$ cat src/rtl/virgule_pkg.sv
// Shared Virgule SoC bus types and constants.
// Holds the word-bus typedefs, the bus error word and the interconnect state encoding.
package virgule_pkg;

  typedef logic [31:0] word_t;
  typedef logic [3:0]  wstrobe_t;

  localparam word_t BUS_ERROR_WORD = 32'hDEADBEEF;

  typedef enum logic [1:0] {
    IDLE,
    ACCESS,
    DECERR
  } bus_ic_state_t;

endpackage

$ cat src/rtl/bus_decoder.sv
// Combinational address decoder: picks the slave whose base/mask window matches the address.
// Overlapping windows resolve to the lowest slave index.
module bus_decoder
  import virgule_pkg::*;
#(
  parameter int                       NUM_SLAVES = 4,
  parameter logic [NUM_SLAVES*32-1:0] SLAVE_BASE = '0,
  parameter logic [NUM_SLAVES*32-1:0] SLAVE_MASK = '0,
  localparam int                      IW = (NUM_SLAVES > 1) ? $clog2(NUM_SLAVES) : 1
) (
  input  word_t           address,
  output logic            hit,
  output logic [IW-1:0]   index
);

  // Scanning from the top down lets the lowest matching index overwrite the others.
  always_comb begin
    hit   = 1'b0;
    index = '0;
    for (int i = NUM_SLAVES - 1; i >= 0; i--) begin
      if ((address & SLAVE_MASK[32*i +: 32]) == SLAVE_BASE[32*i +: 32]) begin
        hit   = 1'b1;
        index = IW'(i);
      end
    end
  end

endmodule

$ cat src/rtl/bus_interconnect.sv
// 1-master to NUM_SLAVES-slave valid/ready crossbar with built-in decode-error responder and IRQ merge.
// Define BUS_INTERCONNECT_TIMEOUT_EN to abort slave accesses that stall for TIMEOUT_CYCLES cycles.
module bus_interconnect
  import virgule_pkg::*;
#(
  parameter int                       NUM_SLAVES     = 4,
  parameter logic [NUM_SLAVES*32-1:0] SLAVE_BASE     = {32'h3000_0000, 32'h2000_0000,
                                                        32'h1000_0000, 32'h0000_0000},
  parameter logic [NUM_SLAVES*32-1:0] SLAVE_MASK     = {4{32'hF000_0000}},
  parameter int                       TIMEOUT_CYCLES = 255
) (
  input  logic                     clk,
  input  logic                     reset,
  input  logic                     m_valid,
  output logic                     m_ready,
  input  word_t                    m_address,
  input  wstrobe_t                 m_wstrobe,
  input  word_t                    m_wdata,
  output word_t                    m_rdata,
  output logic                     m_irq,
  output logic [NUM_SLAVES-1:0]    s_valid,
  input  logic [NUM_SLAVES-1:0]    s_ready,
  output word_t                    s_address,
  output wstrobe_t                 s_wstrobe,
  output word_t                    s_wdata,
  input  logic [NUM_SLAVES*32-1:0] s_rdata,
  input  logic [NUM_SLAVES-1:0]    s_irq,
  output logic                     err
);

  localparam int IW = (NUM_SLAVES > 1) ? $clog2(NUM_SLAVES) : 1;

  generate
    if (NUM_SLAVES < 1 || NUM_SLAVES > 16 || TIMEOUT_CYCLES < 1) begin : g_bad_cfg
      $error("bus_interconnect: NUM_SLAVES must be 1..16 and TIMEOUT_CYCLES >= 1");
    end
  endgenerate

  bus_ic_state_t   state;
  logic [IW-1:0]   sel;
  logic            dec_hit;
  logic [IW-1:0]   dec_index;
  logic            ready_sel;
  word_t           rdata_sel;
  logic            abort;

  assign s_address = m_address;
  assign s_wstrobe = m_wstrobe;
  assign s_wdata   = m_wdata;

  bus_decoder #(
    .NUM_SLAVES (NUM_SLAVES),
    .SLAVE_BASE (SLAVE_BASE),
    .SLAVE_MASK (SLAVE_MASK)
  ) u_decoder (
    .address (m_address),
    .hit     (dec_hit),
    .index   (dec_index)
  );

  always_comb begin
    ready_sel = 1'b0;
    rdata_sel = '0;
    for (int i = 0; i < NUM_SLAVES; i++) begin
      if (sel == IW'(i)) begin
        ready_sel = s_ready[i];
        rdata_sel = s_rdata[32*i +: 32];
      end
    end
  end

`ifdef BUS_INTERCONNECT_TIMEOUT_EN
  localparam int TW = $clog2(TIMEOUT_CYCLES + 1);
  logic [TW-1:0] timer;

  // A slave that answers in the terminal cycle still completes normally.
  assign abort = (state == ACCESS) && (timer == TW'(TIMEOUT_CYCLES - 1)) && !ready_sel;

  always_ff @(posedge clk) begin
    if (reset || state != ACCESS) timer <= '0;
    else                          timer <= timer + 1'b1;
  end
`else
  assign abort = 1'b0;
`endif

  always_ff @(posedge clk) begin
    if (reset) begin
      state <= IDLE;
      sel   <= '0;
      m_irq <= 1'b0;
    end else begin
      m_irq <= |s_irq;
      case (state)
        IDLE: begin
          if (m_valid) begin
            sel   <= dec_index;
            state <= dec_hit ? ACCESS : DECERR;
          end
        end
        ACCESS: begin
          if (!m_valid || ready_sel || abort) state <= IDLE;
        end
        DECERR:  state <= IDLE;
        default: state <= IDLE;
      endcase
    end
  end

  always_comb begin
    s_valid = '0;
    m_ready = 1'b0;
    m_rdata = '0;
    err     = 1'b0;
    case (state)
      ACCESS: begin
        for (int i = 0; i < NUM_SLAVES; i++) begin
          if (sel == IW'(i)) s_valid[i] = m_valid && !abort;
        end
        if (abort) begin
          m_ready = 1'b1;
          m_rdata = BUS_ERROR_WORD;
          err     = 1'b1;
        end else begin
          m_ready = ready_sel;
          m_rdata = rdata_sel;
        end
      end
      DECERR: begin
        m_ready = 1'b1;
        m_rdata = BUS_ERROR_WORD;
        err     = 1'b1;
      end
      default: ;
    endcase
  end

endmodule
$ cat config.mk
export PLATFORM = sky130hd
export DESIGN_NAME = bus_interconnect
export DESIGN_NICKNAME = d
export VERILOG_FILES = /design/src/rtl/virgule_pkg.sv /design/src/rtl/bus_decoder.sv /design/src/rtl/bus_interconnect.sv
export SDC_FILE = /design/constraint.sdc
export NUM_CORES = 1
export LEC_CHECK = 0
export CAP_MARGIN = 5
export CORE_AREA = 2 2 121 123
export CTS_CLUSTER_DIAMETER = 80
export DETAILED_ROUTE_END_ITERATION = 16
export DIE_AREA = 0 0 123 125
export GPL_ROUTABILITY_DRIVEN = 0
export PLACE_DENSITY = 0.6
export SYNTH_ARGS = -nofsm -noshare
export SYNTH_HDL_FRONTEND = slang
export SYNTH_SLANG_ARGS = --single-unit
export TNS_END_PERCENT = 1
$ cat constraint.sdc
create_clock -name clk -period 1.7 [get_ports clk]
set_input_delay 0.34 -clock clk [delete_from_list [all_inputs] [get_ports clk]]
set_output_delay 0.34 -clock clk [all_outputs]
set_load 0.01 [all_outputs]
Yosys cells after proc, flatten, opt, wreduce, memory -nomap -nowiden
Index checks and enable logic that the tools add are counted.
- register bits: 5
- bits of input ports: 207
- logic and storage cells: 49
- output and inout bits: 107
- multiplexer cells: 28
- equal/unequal tests: 10
- reduce and logical (&&, ||, !) cells: 8
- operators with widths (cell ; count):
    32-bit two-way mux ; 4
    32-bit case mux with 2 select lines ; 1
    32-bit logical NOT ; 1
    2-bit two-way mux ; 7
    1-bit two-way mux ; 13
    4-bit by 2-bit equality test with 1-bit output (second input constant) ; 2
    2-bit equality test (second input constant) ; 3
    2-bit by 1-bit equality test with 1-bit output (second input constant) ; 2
    4-bit by 1-bit equality test with 1-bit output (second input constant) ; 1
    2-bit logical NOT ; 2
    4-bit two-way mux ; 1
    2-bit inequality test (second input constant) ; 2
    2-bit case mux with 2 select lines ; 1
    2-bit AND reduction ; 2
    4-bit OR reduction ; 1
    1-bit case mux with 2 select lines ; 1
    1-bit logical NOT ; 1
    1-bit logical OR ; 1

Depth between registers and ports, before layout
- depth after elaboration: 8
- gate-level depth with buffers: 6
- mapped depth without buffers: 5

Hierarchy
Synthesis repeated with hierarchy kept, for this count alone.
- cell total of the unflattened synthesis: 215
- area, all modules: 1953.1 sq um
- by module, submodules not included (module ; cells an instance ; times used ; area each (sq um) ; sequential area each (sq um)):
    bus_interconnect ; 212 ; 1 ; 1934.4 ; 100.1
    bus_decoder ; 3 ; 1 ; 18.8 ; 0.0

Least setup slack after synthesis
No wires, ideal clock.
- path type: register to output
- start: reg state[0]
- end: out m_rdata[0]
- data arrival time: 1.354 ns
- stages on the path, launching flop included: 7
- path buffers: 2
- setup slack: 0.006 ns
- data required time: 1.360 ns
- cells stage by stage: dfxtp_1 -> inv_1 -> ha_1 -> buf_2 -> nand2_1 -> clkbuf_1 -> nand2_1
- longest elaborated chain between the ends: 2
- elaborated cells on any way between the ends: 3
- those cells by class: eq/ne (2); mux (1)
- ends and longest elaborated chain (item ; RTL line ; source):
    start, declared ; bus_interconnect.sv:39 ; bus_ic_state_t state;
    start signal, assigned ; bus_interconnect.sv:98 ; state <= dec_hit ? ACCESS : DECERR;
    2-bit equality test / 2-bit by 1-bit equality test with 1-bit output (equally long branches) ; bus_interconnect.sv:115 ; case (state)
    32-bit case mux with 2 select lines (*) ; bus_interconnect.sv:115 ;
    end, declared ; bus_interconnect.sv:19 ; output word_t m_rdata,
Mark *: on every way between the ends. The rest lies on a longest branch, timed or not.

Final worst setup path
- start: reg sel[0]
- end: out m_rdata[18]
- longest elaborated chain between the ends: 6
- elaborated cells on any way between the ends: 9
- those cells by class: eq/ne (3); mux (5); reduce/logical (1)
- ends and longest elaborated chain (item ; RTL line ; source):
    start, declared ; bus_interconnect.sv:40 ; logic [IW-1:0] sel;
    start signal, assigned ; bus_interconnect.sv:97 ; sel <= dec_index;
    2-bit logical NOT ; bus_interconnect.sv:65 ; if (sel == IW'(i)) begin
    32-bit two-way mux (3 in series) ; bus_interconnect.sv:65 ;
    32-bit two-way mux (*) ; bus_interconnect.sv:65 ;
    32-bit case mux with 2 select lines (*) ; bus_interconnect.sv:115 ;
Marks and branches as above.

==> results.txt <==
----------------------------------------------------
[Route]
  Violation count after the first detailed-routing iteration ... 74
  Uppermost layer routed ... met4
  Routed wire length on met2 ... 5400 µm
  Detailed Routing Iterations Pass 1 ... 4
  Number of design rule violations left after detail routing ... 0
  Routed wire length ... 10400 µm
  Total number of vias ... 2233
  DR WL met3 ... 1070 µm
  Detail-routed net length per standard cell ... 19.0 µm
  Routed vias/inst ... 4.08
  Met1 wire length ... 3500 µm
  Remaining antenna violation count after routing ... 0

[Timing]
  Max Fclk ... 483 MHz
  Minimum clock period ... 2.07 ns
  Actual transition at the worst max-transition pin ... 0.301 ns
  RSZ-0062 raised after global routing ... true
  Number of setup violations in the final report ... 39
  Worst slew slack as a fraction of its limit ... 0.799
  Hold slack final ... 0.638 ns
  Setup clock skew after layout ... 0.000164 ns
  Tcrit/Tclk final ... 1.22
  Final hold violation count ... 0
  Total negative slack ... -10.85 ns
  Final critical-path setup slack ... -0.369 ns
  Max-slew violation count ... 0

[Final layout]
  Final non-filler cell area ... 0.00410 mm²
  Layout overhead on the synthesized area ... 99.5%
  Net count of the finished layout ... 574
  Fraction of final layout cells with drive strength greater than 1 ... 0.435
  Antenna diode instance count ... 0
  Top library cells by usage in the layout, fill and taps aside ... sky130_fd_sc_hd__clkdlybuf4s50_1, sky130_fd_sc_hd__mux4_2, sky130_fd_sc_hd__buf_4
  Most common cell after layout, fill and taps aside ... sky130_fd_sc_hd__clkdlybuf4s50_1
  Filler instances ... 1546

[Status]
  Status ... finished with violations
  Violations in the final reports ... negative setup slack

[Worst setup path]
  Reg-to-reg critical path startpoint ... sel[0]$_SDFFE_PP0P_
  Setup crit start kind ... flip-flop
  CP arrival ... 1.73 ns
  Worst reg-to-reg setup slack ... -0.12 ns
  Reg2Reg Depth ... 9
  Capturing element type of the critical path ... output pin
  Data required, critical path ... 1.36 ns
  CP Max Fanout ... 7
  Critical Setup Path Class ... flip-flop to output pin
  R2r endpoint ... state[1]$_SDFFE_PP0P_

[Place]
  Port Buf Inserts ... 185
  Total half-perimeter wirelength after legalization and detailed placement ... 8500 µm
  Cell area after placement ... 0.00391 mm²

[Synth]
  Seq/Total Area, Yosys ... 0.0487
  Number of library cell types mapped by synthesis ... 27
  Syn Std Cell Area ... 0.00206 mm²
  Number of cells produced by synthesis ... 211
  Average footprint of a synthesized cell ... 9.75 µm²
  Post-Syn Nets ... 421
  Flops & latches, synth ... 5
  Total number of yosys warnings ... 0

[Power]
  Power, Total ... 1.31 mW
  Total leakage power ... 1.64 nW
  Worst IR drop on VDD ... 348 µV
  Areal power density over the cells ... 320 mW/mm²
  Clk pwr share ... 0.298
  Cell Int Power ... 0.974 mW
  Share of power burned in combinational logic ... 0.606
  Flop pwr share ... 0.096
  Switching share of total power ... 0.258
  Switching power of the nets ... 0.339 mW

[Floorplan]
  Die height ... 125 µm
  Floorplan core area ... 0.0142 mm²
  Full die area ... 0.0154 mm²
  Chip width ... 123 µm
  Cell Rows ... 44
  Effective utilization at floorplan ... 0.145
  Number of placed I/O pins ... 314

[Global route]
  Total gr overflow ... 0
  Total routing resource utilization after global routing ... 0.127
  Largest net degree at the start of global routing ... 21
  Initial antenna violation count ... 0
  Via count of the first global-routing pass ... 2565
  First-pass GRT wire length ... 14600 µm

[Clock tree]
  Hold-fix buffers at CTS ... 0
  Latest clock arrival within the worst-skew pair ... 0.23 ns
  CTS sink cnt ... 5
  TritonCTS clock tree ... done
  Htree depth ... 1
  Bufs on Longest Clock Path ... 2
  Root buffer cell ... sky130_fd_sc_hd__clkbuf_16
  Inserted Clock Buffers ... 3
  Clock Pin Slew Worst Setup and Hold Paths ... 0.04 ns

[Hold path]
  Endpoint of the worst hold path ... state[0]$_SDFFE_PP0P_
  Cell depth of the worst hold path ... 3
  Min-Delay Path Class ... flip-flop to flip-flop
  Source of the worst hold timing path ... state[0]$_SDFFE_PP0P_

[Run]
  Maximum capacitance violations ... 0

----------------------------------------------------
-- synthesized netlist by cell type (all sizes together) --
master,n,area (µm²)
nor2,8,30.0
a22oi,2,15.0
nor2b,7,43.8
clkbuf,2,7.51
o22ai,1,6.26
mux2i,1,10.0
o32ai,2,17.5
buf,82,608
o21ai,1,5.00
inv,3,11.3
mux2,2,26.3
nand3,25,125
or3,1,6.26
nand3b,1,20.0
nor4,1,6.26
dfxtp,5,100
mux4,32,837
nand2b,2,12.5
nand2,27,101
ha,3,37.5
o221a,1,11.3
and2,1,6.26
and4bb,1,12.5
-- kinds of logic (layout without fill, tap and decap cells) --
| kind of cell | after synthesis | after routing | share of synthesized area |
|---|---|---|---|
| buffers and inverters | 87 | 239 | 0.305 |
| DFF | 5 | 5 | 0.0487 |
| and+or+nand+nor | 74 | 74 | 0.177 |
| AOI/OAI and AO/OA | 7 | 7 | 0.0268 |
| muxes | 35 | 35 | 0.425 |
| adders and majority gates | 3 | 3 | 0.0183 |
-- critical path: stages, from the launching register on --
cell and delay [ns]:
sky130_fd_sc_hd__dfxtp_4 0.37, sky130_fd_sc_hd__buf_12 0.11, sky130_fd_sc_hd__buf_12 0.13, sky130_fd_sc_hd__mux4_1 0.54, sky130_fd_sc_hd__nand3_1 0.11, sky130_fd_sc_hd__nand2_2 0.08, sky130_fd_sc_hd__buf_2 0.15
-- layout make-up --
class,count,area (µm²),share of cell area
inverter,3,11.3,0.00274
clock inverter,1,5.00,0.00122
tap,184,230,0.0561
timing repair buffer,232,2300,0.561
clock buffer,3,75.1,0.0183
multi-input combinational,119,1380,0.335
sequential,5,104,0.0253
-- per-stage QoR --
step / utilization / std cells / worst slack, ns
after floorplan: - / 211 / 0.00632
after global placement: 0.275 / 534 / -0.700
after detailed placement: 0.275 / 534 / -0.709
after CTS: 0.279 / 545 / -0.434
after global routing: 0.289 / 547 / -0.441
final: 0.289 / 547 / -0.369
-- what timing repair did --
| action | 4_1_cts | 5_1_grt |
|---|---|---|
| endpoints found under the setup margin | 44 | 39 |
| gates resized for setup | 208 | 26 |
| pin swaps | 11 | 12 |
| cloned | 3 | 0 |
| buffers inserted | 4 | 2 |
-- metal layers --
metal / track usage / up-vias
met1: 0.131 / 1038
met4: 0.0508 / 0
li1: - / 1001
met3: 0.0365 / 40
met2: 0.236 / 154
met5: 0 / -
-- state kept, by name (all words and copies together) (netlist names) --
register,cells
m_irq,1
sel,2
state,2
-- worst max path at each step --
| stage | cells after the start | start | to | slack, ns |
|---|---|---|---|---|
| after floorplan | 6 | state[0]$_SDFFE_PP0P_ | m_rdata[0] | 0.006 |
| after global placement | 5 | s_rdata[33] | m_rdata[1] | -0.70 |
| after detailed placement | 5 | s_rdata[33] | m_rdata[1] | -0.71 |
| after CTS | 6 | sel[0]$_SDFFE_PP0P_ | m_rdata[4] | -0.43 |
| after global routing | 7 | sel[0]$_SDFFE_PP0P_ | m_rdata[10] | -0.44 |
| final | 6 | sel[0]$_SDFFE_PP0P_ | m_rdata[18] | -0.37 |
-- power by group through the flow --
stage	clock [mW]	combinational, mW	sequential [mW]
after CTS	0.397	0.772	0.128
after global placement	0	0.727	0.129
after global routing	0.410	0.847	0.127
after floorplan	0	0.367	0.128
final	0.391	0.796	0.126
after detailed placement	0	0.736	0.129
No activity file was read; power rests on OpenSTA's default activity.
